### src/rtl/axis_pkg.sv
// Shared types for the AXI-Stream receive endpoint.
//   axis_beat_t : one stored stream beat (data, strobes, keeps, user, last)
//   rx_state_e  : ingress packet-framing FSM states
package axis_pkg;

  localparam int unsigned AXIS_DATA_W = 32;
  localparam int unsigned AXIS_STRB_W = 4;
  localparam int unsigned AXIS_USER_W = 2;

  typedef struct packed {
    logic [AXIS_DATA_W-1:0] tdata;
    logic [AXIS_STRB_W-1:0] tstrb;
    logic [AXIS_STRB_W-1:0] tkeep;
    logic [AXIS_USER_W-1:0] tuser;
    logic                   tlast;
  } axis_beat_t;

  localparam int unsigned AXIS_BEAT_W = $bits(axis_beat_t);

  typedef enum logic [0:0] {
    RX_IDLE = 1'b0,
    RX_PKT  = 1'b1
  } rx_state_e;

endpackage : axis_pkg

### src/rtl/axis_sync_fifo.sv
// First-word-fall-through synchronous FIFO, no packet awareness.
// Ports:
//   clk, rst_n            : clock, async active-low reset
//   wr_vld_i / wr_data_i  : write request and payload
//   wr_rdy_c_o            : space available (comb from registered count)
//   rd_vld_c_o            : head entry valid (comb from registered count)
//   rd_data_c_o           : head entry, zero when empty
//   rd_rdy_i              : consumer pops the head entry
//   count_o               : current occupancy
module axis_sync_fifo #(
  parameter int unsigned WIDTH = 43,
  parameter int unsigned DEPTH = 8
) (
  input  logic                       clk,
  input  logic                       rst_n,
  input  logic                       wr_vld_i,
  input  logic [WIDTH-1:0]           wr_data_i,
  output logic                       wr_rdy_c_o,
  output logic                       rd_vld_c_o,
  output logic [WIDTH-1:0]           rd_data_c_o,
  input  logic                       rd_rdy_i,
  output logic [$clog2(DEPTH):0]     count_o
);

  localparam int unsigned AW = $clog2(DEPTH);
  localparam int unsigned CW = AW + 1;

  logic [WIDTH-1:0] mem_q [DEPTH];
  logic [AW-1:0]    wr_ptr_q, wr_ptr_d;
  logic [AW-1:0]    rd_ptr_q, rd_ptr_d;
  logic [CW-1:0]    count_q, count_d;
  logic             push, pop;

  assign wr_rdy_c_o  = (count_q < CW'(DEPTH));
  assign rd_vld_c_o  = (count_q != '0);
  assign rd_data_c_o = rd_vld_c_o ? mem_q[rd_ptr_q] : '0;
  assign count_o     = count_q;

  assign push = wr_vld_i & wr_rdy_c_o;
  assign pop  = rd_vld_c_o & rd_rdy_i;

  // Pointers wrap naturally; count tracks push/pop balance.
  always_comb begin
    wr_ptr_d = wr_ptr_q;
    rd_ptr_d = rd_ptr_q;
    count_d  = count_q;
    if (push) wr_ptr_d = wr_ptr_q + AW'(1);
    if (pop)  rd_ptr_d = rd_ptr_q + AW'(1);
    case ({push, pop})
      2'b10:   count_d = count_q + CW'(1);
      2'b01:   count_d = count_q - CW'(1);
      default: count_d = count_q;
    endcase
  end

  always_ff @(posedge clk or negedge rst_n) begin
    if (!rst_n) begin
      wr_ptr_q <= '0;
      rd_ptr_q <= '0;
      count_q  <= '0;
    end else begin
      wr_ptr_q <= wr_ptr_d;
      rd_ptr_q <= rd_ptr_d;
      count_q  <= count_d;
    end
  end

  // Storage needs no reset: entries are only visible once counted.
  always_ff @(posedge clk) begin
    if (push) mem_q[wr_ptr_q] <= wr_data_i;
  end

endmodule : axis_sync_fifo

### src/rtl/axis_slave.sv
// AXI-Stream receive endpoint: buffers upstream beats in a FWFT FIFO and
// presents them to the backend with packet framing and status.
// Ports:
//   axi_aclk, axi_aresetn          : clock, async active-low reset
//   axis_t*                        : upstream AXI-Stream slave interface
//   bk_valid/bk_ready, bk_data...  : backend head-of-FIFO beat handshake
//   bk_done, bk_len                : packet completion pulse and its length
//   bk_nordy                       : backend stall timeout flag
//   bk_err_len, bk_clr_err         : sticky over-length error and its clear
module axis_slave
  import axis_pkg::*;
#(
  parameter int unsigned FIFO_DEPTH     = 8,
  parameter logic [15:0] MAX_PKT_LEN    = 16'd256,
  parameter logic [7:0]  BK_RDY_TIMEOUT = 8'd5
) (
  input  logic                   axi_aclk,
  input  logic                   axi_aresetn,
  input  logic                   axis_tvalid,
  input  logic [AXIS_DATA_W-1:0] axis_tdata,
  input  logic [AXIS_STRB_W-1:0] axis_tstrb,
  input  logic [AXIS_STRB_W-1:0] axis_tkeep,
  input  logic                   axis_tlast,
  input  logic [AXIS_USER_W-1:0] axis_tuser,
  output logic                   axis_tready,
  output logic                   bk_valid,
  output logic [AXIS_DATA_W-1:0] bk_data,
  output logic [AXIS_STRB_W-1:0] bk_tstrb,
  output logic [AXIS_STRB_W-1:0] bk_tkeep,
  output logic [AXIS_USER_W-1:0] bk_user,
  output logic                   bk_last,
  input  logic                   bk_ready,
  output logic                   bk_done,
  output logic [15:0]            bk_len,
  output logic                   bk_nordy,
  output logic                   bk_err_len,
  input  logic                   bk_clr_err
);

  localparam int unsigned CNT_W = $clog2(FIFO_DEPTH) + 1;

  rx_state_e        state_q, state_d;
  logic [15:0]      rx_cnt_q, rx_cnt_d;
  logic [15:0]      tx_cnt_q, tx_cnt_d;
  logic [7:0]       stall_q, stall_d;
  logic             err_q, err_d;
  logic [15:0]      beat_num_c;
  logic             forced_end_c;
  logic             push, pop;
  logic             fifo_wr_rdy, fifo_rd_vld;
  logic [CNT_W-1:0] fifo_count;
  axis_beat_t       wr_beat, rd_beat;

  assign push = axis_tvalid & axis_tready;
  assign pop  = bk_valid & bk_ready;

  assign wr_beat = '{tdata: axis_tdata, tstrb: axis_tstrb, tkeep: axis_tkeep,
                     tuser: axis_tuser, tlast: axis_tlast | forced_end_c};

  axis_sync_fifo #(
    .WIDTH (AXIS_BEAT_W),
    .DEPTH (FIFO_DEPTH)
  ) u_fifo (
    .clk         (axi_aclk),
    .rst_n       (axi_aresetn),
    .wr_vld_i    (axis_tvalid),
    .wr_data_i   (wr_beat),
    .wr_rdy_c_o  (fifo_wr_rdy),
    .rd_vld_c_o  (fifo_rd_vld),
    .rd_data_c_o (rd_beat),
    .rd_rdy_i    (bk_ready),
    .count_o     (fifo_count)
  );

  assign axis_tready = fifo_wr_rdy;
  assign bk_valid    = fifo_rd_vld;
  assign bk_data     = rd_beat.tdata;
  assign bk_tstrb    = rd_beat.tstrb;
  assign bk_tkeep    = rd_beat.tkeep;
  assign bk_user     = rd_beat.tuser;
  assign bk_last     = rd_beat.tlast;
  assign bk_nordy    = (stall_q >= BK_RDY_TIMEOUT);
  assign bk_err_len  = err_q;

  // Ingress framing FSM; a packet reaching MAX_PKT_LEN without tlast is cut.
  always_comb begin
    state_d      = state_q;
    rx_cnt_d     = rx_cnt_q;
    forced_end_c = 1'b0;
    beat_num_c   = 16'd1;
    case (state_q)
      RX_IDLE: beat_num_c = 16'd1;
      RX_PKT:  beat_num_c = rx_cnt_q + 16'd1;
      default: beat_num_c = 16'd1;
    endcase
    if (push) begin
      forced_end_c = ~axis_tlast & (beat_num_c == MAX_PKT_LEN);
      if (axis_tlast | forced_end_c) begin
        state_d  = RX_IDLE;
        rx_cnt_d = '0;
      end else begin
        state_d  = RX_PKT;
        rx_cnt_d = beat_num_c;
      end
    end
  end

  // Egress length tracking, stall timer and sticky error (set wins).
  always_comb begin
    tx_cnt_d = tx_cnt_q;
    bk_done  = 1'b0;
    bk_len   = '0;
    stall_d  = stall_q;
    err_d    = err_q;
    if (pop) begin
      if (rd_beat.tlast) begin
        bk_done  = 1'b1;
        bk_len   = tx_cnt_q + 16'd1;
        tx_cnt_d = '0;
      end else begin
        tx_cnt_d = tx_cnt_q + 16'd1;
      end
    end
    if (pop || fifo_count == '0) begin
      stall_d = '0;
    end else if (stall_q != 8'hFF) begin
      stall_d = stall_q + 8'd1;
    end
    if (bk_clr_err)   err_d = 1'b0;
    if (forced_end_c) err_d = 1'b1;
  end

  always_ff @(posedge axi_aclk or negedge axi_aresetn) begin
    if (!axi_aresetn) begin
      state_q  <= RX_IDLE;
      rx_cnt_q <= '0;
      tx_cnt_q <= '0;
      stall_q  <= '0;
      err_q    <= 1'b0;
    end else begin
      state_q  <= state_d;
      rx_cnt_q <= rx_cnt_d;
      tx_cnt_q <= tx_cnt_d;
      stall_q  <= stall_d;
      err_q    <= err_d;
    end
  end

endmodule : axis_slave

### config.mk
export PLATFORM = sky130hd
export DESIGN_NAME = axis_slave
export DESIGN_NICKNAME = d
export VERILOG_FILES = /design/src/rtl/axis_pkg.sv /design/src/rtl/axis_sync_fifo.sv /design/src/rtl/axis_slave.sv
export SDC_FILE = /design/constraint.sdc
export NUM_CORES = 1
export LEC_CHECK = 0
export ABC_AREA = 1
export ABC_CLOCK_PERIOD_IN_PS = 3200
export BUFFER_PORTS_ARGS = -buffer_cell sky130_fd_sc_hd__buf_2
export CAP_MARGIN = 20
export CORE_MARGIN = 5
export CORE_UTILIZATION = 35
export CTS_CLUSTER_SIZE = 8
export DETAILED_ROUTE_END_ITERATION = 7
export PLACE_DENSITY = 0.55
export SETUP_SLACK_MARGIN = 0.02
export SYNTH_ARGS = -nofsm -noshare
export SYNTH_HDL_FRONTEND = slang
export SYNTH_HIERARCHICAL = 1
export SYNTH_SLANG_ARGS = --single-unit
### constraint.sdc
create_clock -name axi_aclk -period 3.2 [get_ports axi_aclk]
set_input_delay 0.8 -clock axi_aclk [delete_from_list [all_inputs] [get_ports axi_aclk]]
set_output_delay 0.8 -clock axi_aclk [all_outputs]
set_load 0.02 [all_outputs]
==> run_results.csv, run 1 <==
group,metric,value,unit
run_status,status,"finished with violations",
run_status,violations,"negative setup slack",
sta,hold_viol,0,
clock_network,root_buffer,"clkbuf_16",
finish,syn_to_final_growth,20.2,%
global_routing,met1_usage,0.200,
sta,fin_ws,-0.0170,ns
yosys,yosys.cell_types.count,41,
sta,worst_slew_pin_slew,0.857,ns
yosys,synth_top_area_cell,"edfxtp_1",
yosys,synth_top_cell_area_share,0.615,
setup_path,r2r_cells,13,
yosys,ys_warn_count,6,
placed_design,dp_hpwl,22000,um
power_and_ir_drop,static-leakage-power,0.00740,uW
global_routing,top_usage_layer,"met2",
sta,fin_setup_tns,-0.0717,ns
setup_path,cp.arrival,2.42,ns
drt,post-route-drc-count,0,
drt,drt-initial-drc-count,768,
sta,rsz0062_at_grt,"yes",
clock_network,htreeDepth,2,
clock_network,cts_tree,"built",
sta,fin_crit_sh,1.01,
setup_path,path_class,"register to primary output",
yosys,ys_seq_area_frac,0.692,
sta,setup_viol,8,
sta,fin_skew,0.0218,ns
setup_path,cp_data_required_time,2.40,ns
sta,min_period,3.22,ns
yosys,synth_ff_type,"edfxtp_1",
clock_network,cts_buffers,55,
clock_network,cts_buffer_depth,3,
setup_path,crit_top_cell,"nor2_4",
yosys,syn_nets,1518,
setup_path,path_max_fanout,8,
yosys,syn_inst,1460,
finish,finalNetCount,1660,
global_routing,grt_pass1_wl,63100,um
global_routing,grtUsageMet2,0.250,
placed_design,io_buffers,111,
global_routing,grt_pass1_vias,11100,
finish,layout-drive-gt1-share,0.178,
setup_path,crit_slowest_cell,"dfrtp_4",
power_and_ir_drop,p_per_area,944,mW/mm^2
yosys,synth.avg_cell_area,11.5,sq um
setup_path,cp_cell_sequence,"inv_8, nor2_2, o211ai_1, nand2_1, nor2_4, inv_2, nor2_4, clkinvlp_4, nor2_1, buf_4",
setup_path,cp-startpoint,"u_fifo/rd_ptr_q[0]$_DFFE_PN0P_",
setup_path,end_kind,"primary output",
placed_design,gp_congestion,0.787,
drt,avgViaCountPerCell,5.04,
yosys,synth.most_common_cell,"nor2_1",
floorplanning,core_area,0.0476,sq mm
yosys,synth-async-reset-ratio,0.131,
finish,stdcell_count,2238,
global_routing,grt_max_degree,79,
floorplanning,die_x,229,um
power_and_ir_drop,vdd_drop_max,0.538,mV
floorplanning,die_y,229,um
clock_network,cts_hold_buffers,0,
min_path,hp-class,"input pin to async pin",
floorplanning,dieArea,0.0525,sq mm
yosys,synthTopCellsByCount,"350 x nor2_1, 344 x edfxtp_1, 155 x o21ai_0",
yosys,ys_seq_elements,396,
drt,postRouteAntennaNets,0,
yosys,synth_area_leaders,"edfxtp_1 61%, nor2_1 7.8%, dfrtp_1 7.7%, o21ai_0 4.6%, nand2_1 3.3%",
drt,wl,42300,um
drt,via_count,11300,
clock_network,clock_latency,0.60,ns
clock_network,path_clk_slew,0.05,ns
yosys,synth_enable_flop_cells,344,
global_routing,met3_usage,0.0342,
global_routing,antenna_found_initial,3,
setup_path,regToRegSetupSlack,0.68,ns
sta,fmax,311,MHz
sta,slew_violations,0,
drt,drt_pre_antenna_iters,5,
floorplanning,start_util,0.353,
placed_design,place_inst,2142,
global_routing,grt_use_total,0.151,
sta,max-slew-margin-rel,0.428,
run,max-cap-violations,0,
floorplanning,num_rows,80,
drt,wl_per_cell,18.9,um
global_routing,grt-ovfl-total,0,
setup_path,slowest_delay,0.54,ns
setup_path,reg2reg_to,"u_fifo/count_o[2]$_DFFE_PN0P_",
setup_path,cp-endpoint,"bk_len[6]",
setup_path,cp-start-kind,"register",
floorplanning,ios,112,
yosys,synthesis.area,0.0168,sq mm
clock_network,cts.sinks,396,
setup_path,reg2reg_from,"u_fifo/count_o[1]$_DFFE_PN0P_",
## how the worst min path moves through the flow
stage	endpoint	slack (ns)	cells after the start
5_1_grt	u_fifo/count_o[1]$_DFFE_PN0P_	0.39	1
3_5_place_dp	bk_err_len$_DFFE_PN0P_	0.48	2
6_report	rx_cnt_q[13]$_DFFE_PN0P_	0.33	1
3_3_place_gp	bk_err_len$_DFFE_PN0P_	0.47	2
2_1_floorplan	rx_cnt_q[15]$_DFFE_PN0P_	0.49	2
4_1_cts	u_fifo/count_o[1]$_DFFE_PN0P_	0.33	1
## kinds of logic (layout without fill, tap and decap cells)
family | count (synthesis) | after routing | share of synthesized area
adders and majority gates | 10 | 10 | 0.00745
xor gates and xnor gates | 19 | 19 | 0.00990
DFF | 396 | 396 | 0.692
buffers and inverters | 147 | 309 | 0.0429
other | 0 | 1 | 0
AOI/OAI and AO/OA | 304 | 304 | 0.102
and+or+nand+nor | 584 | 584 | 0.145
## critical path: cells and delay by family, from the launching register on
family	cells	cell delay, ns
DFF	1	0.54
buffers and inverters	4	0.54
AOI/OAI and AO/OA	1	0.15
and+or+nand+nor	5	0.61
## report_power, final
part / internal, uW / total [uW] / switching, uW
Combinational: 2490 / 7380 / 4890
Clock: 3110 / 5170 / 2060
Sequential: 6270 / 6520 / 252
Total: 11900 / 19100 / 7210
## what timing repair did
action,4_1_cts,5_1_grt
endpoints found under the hold margin,0,0
pin swaps,15,9
setup endpoints to repair,34,48
gates resized for setup,34,29
buffers inserted,4,1
gates cloned,3,10
## metal layers
layer / routed length [um] / up-vias
met2: 20500 / 264
met1: 18700 / 5529
li1: - / 5415
met5: 34 / -
met4: 874 / 4
met3: 2150 / 73
## state kept, by name, indices dropped and copies added, names as in the netlist
| signal | cells |
|---|---|
| rx_cnt_q | 16 |
| tx_cnt_q | 16 |
| u_fifo/rd_ptr_q | 3 |
| u_fifo/count_o | 4 |
| stall_q | 8 |
| u_fifo/wr_ptr_q | 3 |
| bk_err_len | 1 |
| u_fifo/mem_q | 344 |
| state_q | 1 |
## area by class of cell
class / instances / area [sq um]
clock buffers: 73 / 1440
flip-flops and latches: 396 / 11600
repair inverters: 1 / 7.51
repair buffers: 161 / 1410
multi-input cells: 917 / 4580
diodes: 1 / 2.50
well taps: 615 / 769
fillers: 4409 / 27400
clock inverters: 4 / 81.3
inverters: 70 / 274
## placed cells by master, fill, tap and decap left out, types with 2 or more instances in the layout
master and count:
o22ai_1 54, nand3_1 35, or2_2 2, buf_6 8
inv_1 63, nor2_2 19, nor3_1 4, xnor2_1 5
clkinvlp_4 2, buf_4 41, dfrtp_4 3, buf_2 87
nand3_2 12, nand4_1 7, o21ai_1 42, nor4_1 3
nand3b_1 2, clkinv_16 2, nand2_1 148, buf_12 12
a21oi_1 6, o211ai_1 43, inv_2 5, nor2_4 15
clkbuf_16 62, edfxtp_1 344, clkbuf_1 18, dfrtp_1 49
buf_16 4, o21ai_0 155, nand2_2 5, ha_1 10
xor2_1 14, nor2_1 326
## per-stage QoR
stage / power (uW) / hold WS, ns / util / area [sq um] / setup slack, ns
6_report: 19100 / 0.328 / 0.424 / 20200 / -0.0170
2_1_floorplan: 11100 / 0.490 / - / 16800 / -0.294
3_3_place_gp: 13100 / 0.475 / 0.381 / 18100 / 0.550
5_1_grt: 20200 / 0.390 / 0.424 / 20200 / -0.160
4_1_cts: 18700 / 0.325 / 0.417 / 19900 / -0.0357
3_5_place_dp: 13100 / 0.479 / 0.381 / 18100 / 0.513
No activity file was read; power rests on OpenSTA's default activity.
==> run 2, diff against run 1 <==
--- a/config.mk
+++ b/config.mk
@@ -9,12 +9,15 @@
 export ABC_CLOCK_PERIOD_IN_PS = 3200
 export BUFFER_PORTS_ARGS = -buffer_cell sky130_fd_sc_hd__buf_2
 export CAP_MARGIN = 20
+export CELL_PAD_IN_SITES_DETAIL_PLACEMENT = 0
+export CELL_PAD_IN_SITES_GLOBAL_PLACEMENT = 1
 export CORE_MARGIN = 5
 export CORE_UTILIZATION = 35
 export CTS_CLUSTER_SIZE = 8
 export DETAILED_ROUTE_END_ITERATION = 7
-export PLACE_DENSITY = 0.55
+export PLACE_DENSITY = 0.59
 export SETUP_SLACK_MARGIN = 0.02
+export SLEW_MARGIN = 20
 export SYNTH_ARGS = -nofsm -noshare
 export SYNTH_HDL_FRONTEND = slang
 export SYNTH_HIERARCHICAL = 1
==> run 2 against run 1 <==
The run still ends with negative setup slack left; hold slack got worse by 0.010 ns; clock power hardly changed; sequential share of layout area fell by 1.3 points; sequential power is 0.8% higher; global-route usage grew 0.58 points; cell count up 0.45%; register-to-register slack about the same; core utilization increased by 0.95 points; highest routed layer unchanged.
==> run_results.csv, run 2 (synthesis results as in run 1) <==
group,metric,value,unit
clock_network,cts_tree,"built",
sta,hold_viol,0,
global_routing,grt_pass1_vias,11100,
sta,setup_viol,18,
clock_network,path_clk_slew,0.05,ns
finish,final_common_cell,"edfxtp_1",
placed_design,gp_congestion,0.753,
setup_path,path_class,"register to primary output",
run_status,violations,"negative setup slack",
global_routing,grt_use_total,0.157,
sta,fin_crit_sh,1.02,
drt,drt-initial-drc-count,755,
power_and_ir_drop,vdd_drop_max,0.535,mV
setup_path,end_kind,"primary output",
finish,finalNetCount,1668,
floorplanning,start_util,0.353,
finish,layout-drive-gt1-share,0.208,
finish,largestRegisters,"u_fifo/mem_q x344, rx_cnt_q x16, tx_cnt_q x16",
clock_network,cts_buffer_depth,3,
floorplanning,ios,112,
power_and_ir_drop,power,20100,uW
global_routing,grt_pass1_wl,65100,um
sta,fin_skew,0.0180,ns
drt,wl,45700,um
floorplanning,die_x,229,um
sta,max-slew-margin-rel,0.447,
clock_network,cts_buffers,55,
global_routing,grt_max_degree,118,
finish,fill_cells,4464,
sta,fin_ws,-0.0796,ns
global_routing,antenna_found_initial,4,
run,max-cap-violations,0,
placed_design,dp_hpwl,22700,um
floorplanning,dieArea,0.0525,sq mm
drt,postRouteAntennaNets,0,
run_status,status,"finished with violations",
sta,slew_violations,0,
floorplanning,num_rows,80,
drt,drt_pre_antenna_iters,5,
sta,min_period,3.28,ns
clock_network,root_buffer,"clkbuf_16",
setup_path,cp-start-kind,"register",
global_routing,grt-ovfl-total,0,
setup_path,slowest_delay,0.54,ns
setup_path,cp_cell_sequence,"inv_6, nor2_2, o211ai_1, nand2_1, nor2_4, inv_2, nor2_4, clkinvlp_4, nor2_1, buf_4",
clock_network,cts_hold_buffers,0,
power_and_ir_drop,static-leakage-power,0.00753,uW
setup_path,crit_slowest_cell,"dfrtp_4",
floorplanning,core_area,0.0476,sq mm
finish,largest_register_ffs,344,
drt,avgViaCountPerCell,5.04,
setup_path,cp_data_required_time,2.40,ns
setup_path,cp.arrival,2.48,ns
drt,wl_per_cell,20.3,um
drt,via_count,11300,
sta,worst_slew_pin_slew,0.830,ns
finish,syn_to_final_growth,23.0,%
power_and_ir_drop,p_per_area,975,mW/mm^2
clock_network,clock_latency,0.58,ns
drt,post-route-drc-count,0,
clock_network,cts.sinks,396,
min_path,hp-class,"input pin to async pin",
placed_design,io_buffers,111,
clock_network,htreeDepth,2,
setup_path,crit_top_cell,"nor2_4",
placed_design,pre_cts_ws,0.471,ns
finish,layout_common_cells,"344 x edfxtp_1, 287 x nor2_1, 147 x nand2_1, 146 x o21ai_0, 67 x clkbuf_16",
sta,fin_setup_tns,-1.09,ns
placed_design,postPlaceCellArea,0.0181,sq mm
sta,fmax,305,MHz
floorplanning,die_y,229,um
sta,rsz0062_at_grt,"yes",
setup_path,path_max_fanout,8,
finish,design_area,0.0207,sq mm
finish,largest_register,"u_fifo/mem_q",
==> run 2: cell count changes in the layout (fill, tap and decap cells not counted), sizes merged <==
cell    delta
bufbuf     -1
clkinv     -2
inv        -1
buf        +4
clkbuf     +8
diode      +2
==> run 2: area by class of cell <==
cell class                 instances  area, sq um  area share
sequential                       396        11600       0.564
multi-input combinational        917         4730       0.229
timing repair buffer             169         1730      0.0836
clock buffer                      76         1500      0.0725
tap                              615          769      0.0373
inverter                          70          272      0.0131
timing repair inverter             1         7.51    0.000363
antenna                            3         7.51    0.000363
clock inverter                     1         5.00    0.000242
==> run 2: worst paths after layout <==
path                                                start                        to  slack [ns]  cells after the start
max                        u_fifo/rd_ptr_q[0]$_DFFE_PN0P_                bk_len[12]       -0.08                     10
min                                           axi_aresetn    bk_err_len$_DFFE_PN0P_        0.32                      1
max reg2reg                 u_fifo/count_o[0]$_DFFE_PN0P_    stall_q[0]$_DFFE_PN0P_        0.68                      7
min reg2reg                        bk_err_len$_DFFE_PN0P_    bk_err_len$_DFFE_PN0P_        0.49                      2
max in group asynchronous                     axi_aresetn  tx_cnt_q[14]$_DFFE_PN0P_        2.05                      2
min in group axi_aclk                          bk_clr_err    bk_err_len$_DFFE_PN0P_        0.48                      4
==> run 2: stage by stage <==
step,std cells,hold WS (ns),utilization
after floorplan,1460,0.490,-
after global placement,2139,0.465,0.380
after detailed placement,2139,0.479,0.380
after CTS,2219,0.309,0.415
after global routing,2246,0.387,0.433
final,2248,0.318,0.434
==> run 2: worst max-delay path: cells and delay by family, from the launching register on <==
| kind | cells | cell delay [ns] |
|---|---|---|
| flops | 1 | 0.54 |
| simple gates | 5 | 0.62 |
| compound gates | 1 | 0.16 |
| buf+inv | 4 | 0.56 |
==> run 2: metal layers <==
metal | global-route usage | up-vias | wire, um
met2 | 0.259 | 236 | 21400
met5 | 0 | - | 38
met3 | 0.0287 | 73 | 1880
met1 | 0.213 | 5584 | 21300
met4 | 0.0460 | 4 | 1040
li1 | - | 5432 | -
==> run 2: timing repair <==
item,in CTS,in global routing
setup endpoints to repair,39,58
pin swaps,16,57
buffers inserted,1,8
gates resized for setup,33,152
cloned,2,18
==> run 2: report_power, final <==
group	total [uW]	internal (uW)	switching, uW
Clock	5180	3170	2010
Sequential	6570	6270	300
Combinational	8400	3130	5270
